==> src/rtl/uart_pkg.sv <==
// Shared encodings and 8N1 frame constants for the console UART receive path.
package uart_pkg;

    typedef enum logic [1:0] {
        ST_IDLE  = 2'd0,
        ST_START = 2'd1,
        ST_DATA  = 2'd2,
        ST_STOP  = 2'd3
    } rx_state_t;

    localparam int DATA_BITS            = 8;
    localparam int STOP_BITS            = 1;
    localparam int DEFAULT_CLKS_PER_BIT = 10;

endpackage

==> src/rtl/uart_rx_fifo.sv <==
// Circular receive buffer with extra-MSB pointers; drops a push when full
// unless a pop is accepted in the same cycle.
module uart_rx_fifo
    import uart_pkg::*;
#(
    parameter int DEPTH = 8,
    parameter int WIDTH = DATA_BITS
) (
    input  logic             i_clk,
    input  logic             i_reset,
    input  logic             i_push,
    input  logic [WIDTH-1:0] i_push_data,
    input  logic             i_pop,
    output logic [WIDTH-1:0] o_head,
    output logic             o_valid,
    output logic             o_drop
);
    localparam int AW = $clog2(DEPTH);
    localparam int PW = AW + 1;

    logic [PW-1:0]    r_wr_ptr;
    logic [PW-1:0]    r_rd_ptr;
    logic [WIDTH-1:0] r_mem [DEPTH];

    logic w_empty;
    logic w_full;
    logic w_do_pop;
    logic w_do_push;

    assign w_empty   = (r_wr_ptr == r_rd_ptr);
    assign w_full    = (r_wr_ptr == {~r_rd_ptr[PW-1], r_rd_ptr[AW-1:0]});
    assign w_do_pop  = i_pop & ~w_empty;
    // A full buffer still takes a push when a pop frees the head slot this cycle.
    assign w_do_push = i_push & (~w_full | w_do_pop);

    always_ff @(posedge i_clk) begin
        if (i_reset) begin
            r_wr_ptr <= '0;
            r_rd_ptr <= '0;
        end else begin
            if (w_do_push) r_wr_ptr <= r_wr_ptr + 1'b1;
            if (w_do_pop)  r_rd_ptr <= r_rd_ptr + 1'b1;
        end
    end

    always_ff @(posedge i_clk) begin
        if (w_do_push) r_mem[r_wr_ptr[AW-1:0]] <= i_push_data;
    end

    assign o_head  = w_empty ? '0 : r_mem[r_rd_ptr[AW-1:0]];
    assign o_valid = ~w_empty;
    assign o_drop  = i_push & ~w_do_push;

endmodule

==> src/rtl/uart_rx.sv <==
// 8N1 UART receiver: mid-bit sampling, deframing and a receive buffer.
// Define UART_RX_FIFO_EN for a FIFO_DEPTH-entry FIFO; otherwise a single holding register.
module uart_rx
    import uart_pkg::*;
#(
    parameter int CLKS_PER_BIT = DEFAULT_CLKS_PER_BIT,
    parameter int FIFO_DEPTH   = 8
) (
    input  logic                 clk,
    input  logic                 reset,
    input  logic                 rx,
    input  logic                 rd,
    input  logic                 clr_err,
    output logic [DATA_BITS-1:0] data,
    output logic                 rx_ready,
    output logic                 framing_err,
    output logic                 overrun
);
    localparam int            CW        = $clog2(CLKS_PER_BIT);
    localparam int            IW        = $clog2(DATA_BITS);
    localparam logic [CW-1:0] HALF_LAST = CW'(CLKS_PER_BIT / 2 - 1);
    localparam logic [CW-1:0] BIT_LAST  = CW'(CLKS_PER_BIT - 1);
    localparam logic [IW-1:0] IDX_LAST  = IW'(DATA_BITS - 1);

    if (CLKS_PER_BIT < 4) begin : g_bad_cpb
        $error("uart_rx: CLKS_PER_BIT must be at least 4");
    end
    if (FIFO_DEPTH < 2 || (FIFO_DEPTH & (FIFO_DEPTH - 1)) != 0) begin : g_bad_depth
        $error("uart_rx: FIFO_DEPTH must be a power of two >= 2");
    end

    logic                 r_sync1;
    logic                 r_sync2;
    logic                 r_prev;
    rx_state_t            r_state;
    logic [CW-1:0]        r_cnt;
    logic [IW-1:0]        r_idx;
    logic [DATA_BITS-1:0] r_shift;
    logic                 r_push;
    logic                 r_framing_err;
    logic                 r_overrun;

    rx_state_t            w_state_nxt;
    logic [CW-1:0]        w_cnt_nxt;
    logic [IW-1:0]        w_idx_nxt;
    logic [DATA_BITS-1:0] w_shift_nxt;
    logic                 w_start;
    logic                 w_push_evt;
    logic                 w_frame_evt;
    logic [DATA_BITS-1:0] w_head;
    logic                 w_valid;
    logic                 w_drop;

    always_ff @(posedge clk) begin
        if (reset) begin
            r_sync1 <= 1'b1;
            r_sync2 <= 1'b1;
            r_prev  <= 1'b1;
        end else begin
            r_sync1 <= rx;
            r_sync2 <= r_sync1;
            r_prev  <= r_sync2;
        end
    end

    // A held-low line (break) never re-triggers: an edge needs a high first.
    assign w_start = ~r_sync2 & r_prev;

    always_ff @(posedge clk) begin
        if (reset) begin
            r_state <= ST_IDLE;
            r_cnt   <= '0;
            r_idx   <= '0;
            r_shift <= '0;
            r_push  <= 1'b0;
        end else begin
            r_state <= w_state_nxt;
            r_cnt   <= w_cnt_nxt;
            r_idx   <= w_idx_nxt;
            r_shift <= w_shift_nxt;
            r_push  <= w_push_evt;
        end
    end

    always_comb begin
        w_state_nxt = r_state;
        w_cnt_nxt   = r_cnt + 1'b1;
        w_idx_nxt   = r_idx;
        w_shift_nxt = r_shift;
        w_push_evt  = 1'b0;
        w_frame_evt = 1'b0;
        case (r_state)
            ST_IDLE: begin
                w_cnt_nxt = '0;
                if (w_start) begin
                    w_state_nxt = ST_START;
                    w_idx_nxt   = '0;
                end
            end
            ST_START: begin
                if (r_cnt == HALF_LAST) begin
                    w_cnt_nxt   = '0;
                    w_idx_nxt   = '0;
                    w_state_nxt = r_sync2 ? ST_IDLE : ST_DATA;
                end
            end
            ST_DATA: begin
                if (r_cnt == BIT_LAST) begin
                    w_cnt_nxt   = '0;
                    w_shift_nxt = {r_sync2, r_shift[DATA_BITS-1:1]};
                    w_idx_nxt   = r_idx + 1'b1;
                    if (r_idx == IDX_LAST) w_state_nxt = ST_STOP;
                end
            end
            ST_STOP: begin
                if (r_cnt == BIT_LAST) begin
                    w_cnt_nxt   = '0;
                    w_state_nxt = ST_IDLE;
                    w_push_evt  = r_sync2;
                    w_frame_evt = ~r_sync2;
                end
            end
            default: begin
                w_state_nxt = ST_IDLE;
                w_cnt_nxt   = '0;
            end
        endcase
    end

    // r_shift only moves in DATA, so it still holds the byte while r_push is high.
`ifdef UART_RX_FIFO_EN
    uart_rx_fifo #(
        .DEPTH (FIFO_DEPTH),
        .WIDTH (DATA_BITS)
    ) u_fifo (
        .i_clk       (clk),
        .i_reset     (reset),
        .i_push      (r_push),
        .i_push_data (r_shift),
        .i_pop       (rd),
        .o_head      (w_head),
        .o_valid     (w_valid),
        .o_drop      (w_drop)
    );
`else
    logic                 r_hold_vld;
    logic [DATA_BITS-1:0] r_hold;

    always_ff @(posedge clk) begin
        if (reset) begin
            r_hold_vld <= 1'b0;
            r_hold     <= '0;
        end else if (r_push && (!r_hold_vld || rd)) begin
            r_hold_vld <= 1'b1;
            r_hold     <= r_shift;
        end else if (rd) begin
            r_hold_vld <= 1'b0;
        end
    end

    assign w_head  = r_hold_vld ? r_hold : '0;
    assign w_valid = r_hold_vld;
    assign w_drop  = r_push & r_hold_vld & ~rd;
`endif

    // An error event in the same cycle as clr_err keeps the flag set.
    always_ff @(posedge clk) begin
        if (reset) begin
            r_framing_err <= 1'b0;
            r_overrun     <= 1'b0;
        end else begin
            if (w_frame_evt)  r_framing_err <= 1'b1;
            else if (clr_err) r_framing_err <= 1'b0;
            if (w_drop)       r_overrun     <= 1'b1;
            else if (clr_err) r_overrun     <= 1'b0;
        end
    end

    assign data        = w_head;
    assign rx_ready    = w_valid;
    assign framing_err = r_framing_err;
    assign overrun     = r_overrun;

endmodule

==> config.mk <==
export PLATFORM = sky130hd
export DESIGN_NAME = uart_rx
export DESIGN_NICKNAME = d
export VERILOG_FILES = /design/src/rtl/uart_pkg.sv /design/src/rtl/uart_rx_fifo.sv /design/src/rtl/uart_rx.sv
export SDC_FILE = /design/constraint.sdc
export NUM_CORES = 1
export LEC_CHECK = 0
export ABC_AREA = 1
export CELL_PAD_IN_SITES_DETAIL_PLACEMENT = 0
export CELL_PAD_IN_SITES_GLOBAL_PLACEMENT = 1
export CORE_MARGIN = 2
export CORE_UTILIZATION = 30
export CTS_BUF_LIST = sky130_fd_sc_hd__clkbuf_8
export CTS_CLUSTER_SIZE = 25
export DETAILED_ROUTE_END_ITERATION = 12
export MAX_ROUTING_LAYER = met4
export PLACE_DENSITY = 0.6
export SLEW_MARGIN = 0
export SYNTH_ARGS = -nofsm -noshare
export SYNTH_HDL_FRONTEND = slang
export SYNTH_HIERARCHICAL = 1
export SYNTH_SLANG_ARGS = --single-unit
==> constraint.sdc <==
create_clock -name clk -period 1.5 [get_ports clk]
set_input_delay 0.15 -clock clk [delete_from_list [all_inputs] [get_ports clk]]
set_output_delay 0.15 -clock clk [all_outputs]
set_load 0.05 [all_outputs]
==> impl_metrics.ini, run 1 <==
[run_status]
status = finished clean

[synthesis]
syn_nets = 199
synth_top_area_share = 0.4617
synth_area_per_cell_um2 = 7.381
synth_area_leaders = dfxtp_1 46%, nor2_1 13%, nand2_1 8.9%
yosysMostFrequentCell = nor2_1
synth_edf_count = 0
synth_top_flop_cell = dfxtp_1
synth_area_leader_cell = dfxtp_1
synth-seq-cells = 32
yosysWarnings = 6
syn_inst = 188
seq_area_frac_synth = 0.4617
async_flop_share = 0
synthTopCellsByCount = 47 x nor2_1, 33 x nand2_1, 32 x dfxtp_1
synthDistinctLibCells = 21
syn_area_um2 = 1388

[clock_network]
cts_buffer_depth = 2
path_clk_slew_ns = 0.07
htreeDepth = 2
cts.sinks = 32
cts-root-buf = clkbuf_8
numCtsBuffers = 5
hold_buffers = 0
cts_tree = done
clock_latency_ns = 0.28

[global_routing]
grt_pass1_wl_um = 4671
grt_max_degree = 16
grt_antenna_before_repair = 0
grt_use_total = 0.1207
overflow = 0
grt_pass1_vias = 1106

[run]
maxCapViolations = 0

[routing]
firstDrtPassIters = 4
via_per_inst = 4.400
ant_nets = 0
drc_errors = 0
wl_um = 2658
drt_iter0_markers = 34
dr_total_vias = 1166
wl_per_cell_um = 10.03

[setup_path]
worstRegToRegCells = 7
rrSetupSlack_ns = 0.1
critPathKind = flop to flop
critPathLaunchType = flop
end_kind = flop
crit_start = r_cnt[1]$_SDFF_PP0_
crit_path_end = r_shift[7]$_SDFFE_PP0P_
crit_arrival_ns = 1.62
reg2reg_from = r_cnt[1]$_SDFF_PP0_
worstPathMaxFanout = 5
crit_required_ns = 1.72
r2r-end = r_shift[7]$_SDFFE_PP0P_

[power_and_ir_drop]
max-vdd-ir-drop_mv = 0.9614
pwr_density_cell_nw_per_um2 = 1010
power_mw = 1.840
leakage_nw = 0.8587

[sta]
drv_slew = 0
setup-tns-final_ns = 0
whs_ns = 0.4092
finalCritPeriodShare = 0.9360
max_freq_ghz = 0.7122
slew_headroom = 0.7982
finClkSkew_ns = 0.004145
period_minus_slack_ns = 1.404
setup_viol = 0
timing.final.hold_violations = 0
worstMarginPinSlew_ns = 0.3023

[finish]
diodes = 0
n_fill_cell = 440
area_growth_pct = 31.29
fin_nets = 223
drive_above_1_share = 0.1643

[die]
core-area_um2 = 4414
die_h_um = 72.01
ios = 16
row_count = 24
initial_core_util = 0.3143
die-width_um = 72.01
die_area_um2 = 5185

[place]
numPortBuffers = 15
post-dp-hpwl_um = 2006
routabilityCongestion = 0.8257

[min_path]
hp-class = flop to flop
power by group:
group	switching (mW)	internal (mW)
Sequential	0.0212	0.872
Clock	0.322	0.486
Combinational	0.0822	0.0566
Total	0.426	1.41
what timing repair did:
action	in CTS	in global routing
hold endpoints to repair	0	0
resized for setup	0	5
endpoints found under the setup margin	0	10
setup buffers	0	3
through the flow:
step           std cells  worst slack [ns]  area, um2  utilization
2_1_floorplan        188            0.1733       1389            -
3_3_place_gp         254           0.08788       1684       0.3815
3_5_place_dp         254           0.04727       1684       0.3815
4_1_cts              262           0.03622       1792       0.4059
5_1_grt              265         -0.003708       1822       0.4127
6_report             265           0.09598       1822       0.4127
registers in the layout, summed over array words and instances (netlist names), 3 cells and up, named ones only:
register / flops
r_cnt: 4
r_shift: 8
r_hold: 8
r_idx: 3
worst max-delay path, cell delays in order (launching register included):
cell and delay [ns]:
dfxtp_2 0.34, inv_1 0.08, ha_2 0.21, nand3_4 0.11
nor3_4 0.25, buf_4 0.16, o21ai_0 0.06, a21oi_1 0.12
worst min path at each step:
stage	from	end	slack [ns]	cells after the start
detailed placement	r_sync1$_SDFF_PP1_	r_sync2$_SDFF_PP1_	0.40	1
floorplan	reset	rx_ready$_SDFFE_PP0P_	0.21	1
finish	r_sync1$_SDFF_PP1_	r_sync2$_SDFF_PP1_	0.41	1
global route	r_sync1$_SDFF_PP1_	r_sync2$_SDFF_PP1_	0.42	1
CTS	r_sync1$_SDFF_PP1_	r_sync2$_SDFF_PP1_	0.41	1
global placement	r_sync1$_SDFF_PP1_	r_sync2$_SDFF_PP1_	0.40	1
cells in the final DEF (no fill, tap or decap), drive strengths merged:
cell type	count
nand4	1
o31ai	1
bufinv	1
buf	18
o211ai	1
nand3	10
dfxtp	32
xor2	2
nor2	47
nor4	1
o21ai	18
ha	6
nand2	33
a21oi	4
or2	2
inv	25
clkbuf	5
clkdlybuf4s50	4
nor3	1
clkinv	1
layer usage:
layer | GRT usage | wire length (um)
met4 | 0.06289 | 61
met3 | 0.03333 | 93
met2 | 0.1955 | 1288
met1 | 0.1360 | 1214
met5 | - | 0
logic make-up after synthesis:
logic type	Yosys count	share of synthesized area
AND/OR/NAND/NOR	95	0.2913
flip-flops	32	0.4617
buffers and inverters	29	0.09016
AO/OA/AOI/OAI	24	0.09018
adder cells (fa/ha/maj)	6	0.05410
XOR/XNOR	2	0.01263
final cells by class:
type                            count  area, um2  area share
Sequential cell                    32      644.4      0.3537
Multi-Input combinational cell    127      626.9      0.3441
Timing Repair Buffer               22      287.8      0.1580
Inverter                           24      90.09     0.04945
Clock buffer                        5      68.82     0.03777
Tap cell                           52      65.06     0.03571
Clock inverter                      3      38.79     0.02129
Note: power is estimated with default switching activity, not from simulation.
==> run 2: changes to the inputs <==
--- a/config.mk
+++ b/config.mk
@@ -8,11 +8,13 @@
 export ABC_AREA = 1
 export CELL_PAD_IN_SITES_DETAIL_PLACEMENT = 0
 export CELL_PAD_IN_SITES_GLOBAL_PLACEMENT = 1
+export CORE_ASPECT_RATIO = 0.6
 export CORE_MARGIN = 2
 export CORE_UTILIZATION = 30
 export CTS_BUF_LIST = sky130_fd_sc_hd__clkbuf_8
 export CTS_CLUSTER_SIZE = 25
 export DETAILED_ROUTE_END_ITERATION = 12
+export HOLD_SLACK_MARGIN = 0.03
 export MAX_ROUTING_LAYER = met4
 export PLACE_DENSITY = 0.6
 export SLEW_MARGIN = 0
==> run 2 against run 1 <==
Worst setup slack improved by 0.0059 ns. Register-to-register slack about the same. Largest power group unchanged. Largest cell class unchanged. Critical path depth decreased by 1. Power shrank 6.6%. Critical path type unchanged. Final cell count rose by 4.2%. Via count is 0.43% lower. Die area is 0.34% higher.
==> impl_metrics.ini, run 2 (synthesis gave the netlist of run 1 again) <==
[clock_network]
cts_tree = done
htreeDepth = 2
cts.sinks = 32
numCtsBuffers = 5
clock_latency_ns = 0.28
path_clk_slew_ns = 0.07
cts_buffer_depth = 2
hold_buffers = 0
cts-root-buf = clkbuf_8

[setup_path]
slowest_delay_ns = 0.39
worstPathMaxFanout = 6
cp_slowest_cell = dfxtp_2
crit_chain = ha_4 -> nand3_4 -> nor3_4 -> buf_4 -> o21ai_0 -> a21oi_1
crit_required_ns = 1.71
critPathLaunchType = flop
end_kind = flop
crit_arrival_ns = 1.61
critPathKind = flop to flop

[sta]
drv_slew = 0
slew_headroom = 0.7861
timing.final.hold_violations = 0
setup-tns-final_ns = 0
finalCritPeriodShare = 0.9321
worstMarginPinSlew_ns = 0.3204
finClkSkew_ns = 0.006032
period_minus_slack_ns = 1.398
max_freq_ghz = 0.7152
rsz0062_at_grt = true
setup_viol = 0
whs_ns = 0.4366

[power_and_ir_drop]
max-vdd-ir-drop_mv = 0.3272
pwr_density_cell_nw_per_um2 = 935.9
leakage_nw = 0.8536
power_mw = 1.719

[finish]
diodes = 0
n_fill_cell = 474
regArea_um2 = 644.4
area_growth_pct = 32.37
multiInputGateArea_um2 = 639.4
fin_nets = 223
biggestRegsByFlops = r_hold (8), r_shift (8), r_cnt (4)
drive_above_1_share = 0.1784
final_util = 0.4066
mostFrequentLayoutCells = 45 x nor2_1, 33 x nand2_1, 29 x dfxtp_1
final_common_cell = nor2_1

[routing]
via_per_inst = 4.207
wl_per_cell_um = 10.32
drt_iter0_markers = 60
ant_nets = 0
firstDrtPassIters = 4
drc_errors = 0
dr_total_vias = 1161
wl_um = 2847

[die]
die-width_um = 91.80
ios = 16
die_h_um = 56.68
die_area_um2 = 5203
initial_core_util = 0.3072
row_count = 19
core-area_um2 = 4517

[place]
post-dp-hpwl_um = 2169
numPortBuffers = 15
routabilityCongestion = 0.8173

[global_routing]
grt_pass1_wl_um = 5002
grt_pass1_vias = 1069
grt_antenna_before_repair = 0
grt_max_degree = 17
overflow = 0
grt_use_total = 0.1255

[run]
maxCapViolations = 0

[min_path]
hp-class = primary input to flop

[run_status]
status = finished clean
==> run 2: cell types whose count changed in the layout (fill, tap and decap cells not counted), sizes merged <==
cell	change
bufinv	-1
clkinv	+1
clkbuf	+1
inv	-1
==> run 2: worst max-delay path: cells and delay by family (launching register included) <==
kind / cells / cell delay, ns
compound gates: 2 / 0.17
fa+ha+maj: 1 / 0.17
simple gates: 2 / 0.43
flops: 1 / 0.39
buf+inv: 1 / 0.17
==> run 2: metrics by stage <==
| step | cells | setup WS, ns | instance area (um2) |
|---|---|---|---|
| floorplan | 188 | 0.1733 | 1389 |
| global placement | 265 | 0.05820 | 1698 |
| detailed placement | 265 | 0.02354 | 1698 |
| CTS | 273 | 0.006680 | 1790 |
| global route | 276 | -0.04269 | 1837 |
| finish | 276 | 0.1018 | 1837 |
==> run 2: cell type report <==
cell class,count,share of cell area
Clock buffer,6,0.04496
Inverter,24,0.04905
Timing Repair Buffer,22,0.1587
Tap cell,63,0.04292
Sequential cell,32,0.3508
Clock inverter,2,0.005450
Multi-Input combinational cell,127,0.3481
==> run 2: worst paths after layout <==
path                            slack (ns)           startpoint                 endpoint  depth (start not counted)
worst min-delay path                  0.44                   rx       r_sync1$_SDFF_PP1_                          2
worst max-delay path                  0.10  r_cnt[0]$_SDFF_PP0_  r_shift[7]$_SDFFE_PP0P_                          6
worst max register to register        0.10  r_cnt[0]$_SDFF_PP0_  r_shift[7]$_SDFFE_PP0P_                          6
worst min register to register        0.44   r_sync1$_SDFF_PP1_       r_sync2$_SDFF_PP1_                          1
==> run 2: repair_timing <==
item | 4_1_cts | 5_1_grt
buffers inserted | 0 | 3
resized for setup | 0 | 9
endpoints found under the setup margin | 0 | 13
==> run 2: power by group <==
part	switching [mW]	leakage (nW)	internal (mW)	total, mW
sequential	0.0245	0.260	0.872	0.897
combinational	0.0890	0.542	0.0592	0.148
clock	0.308	0.0510	0.366	0.674
total	0.422	0.854	1.30	1.72
==> run 2: routing by layer <==
layer | global-route usage | vias up | wire length (um) | share of wire
met5 | - | - | 0 | 0
met4 | 0.03198 | 0 | 20 | 0.0070
met2 | 0.1523 | 25 | 951 | 0.33
li1 | - | 632 | - | -
met3 | 0.04832 | 2 | 162 | 0.057
met1 | 0.1880 | 502 | 1713 | 0.60
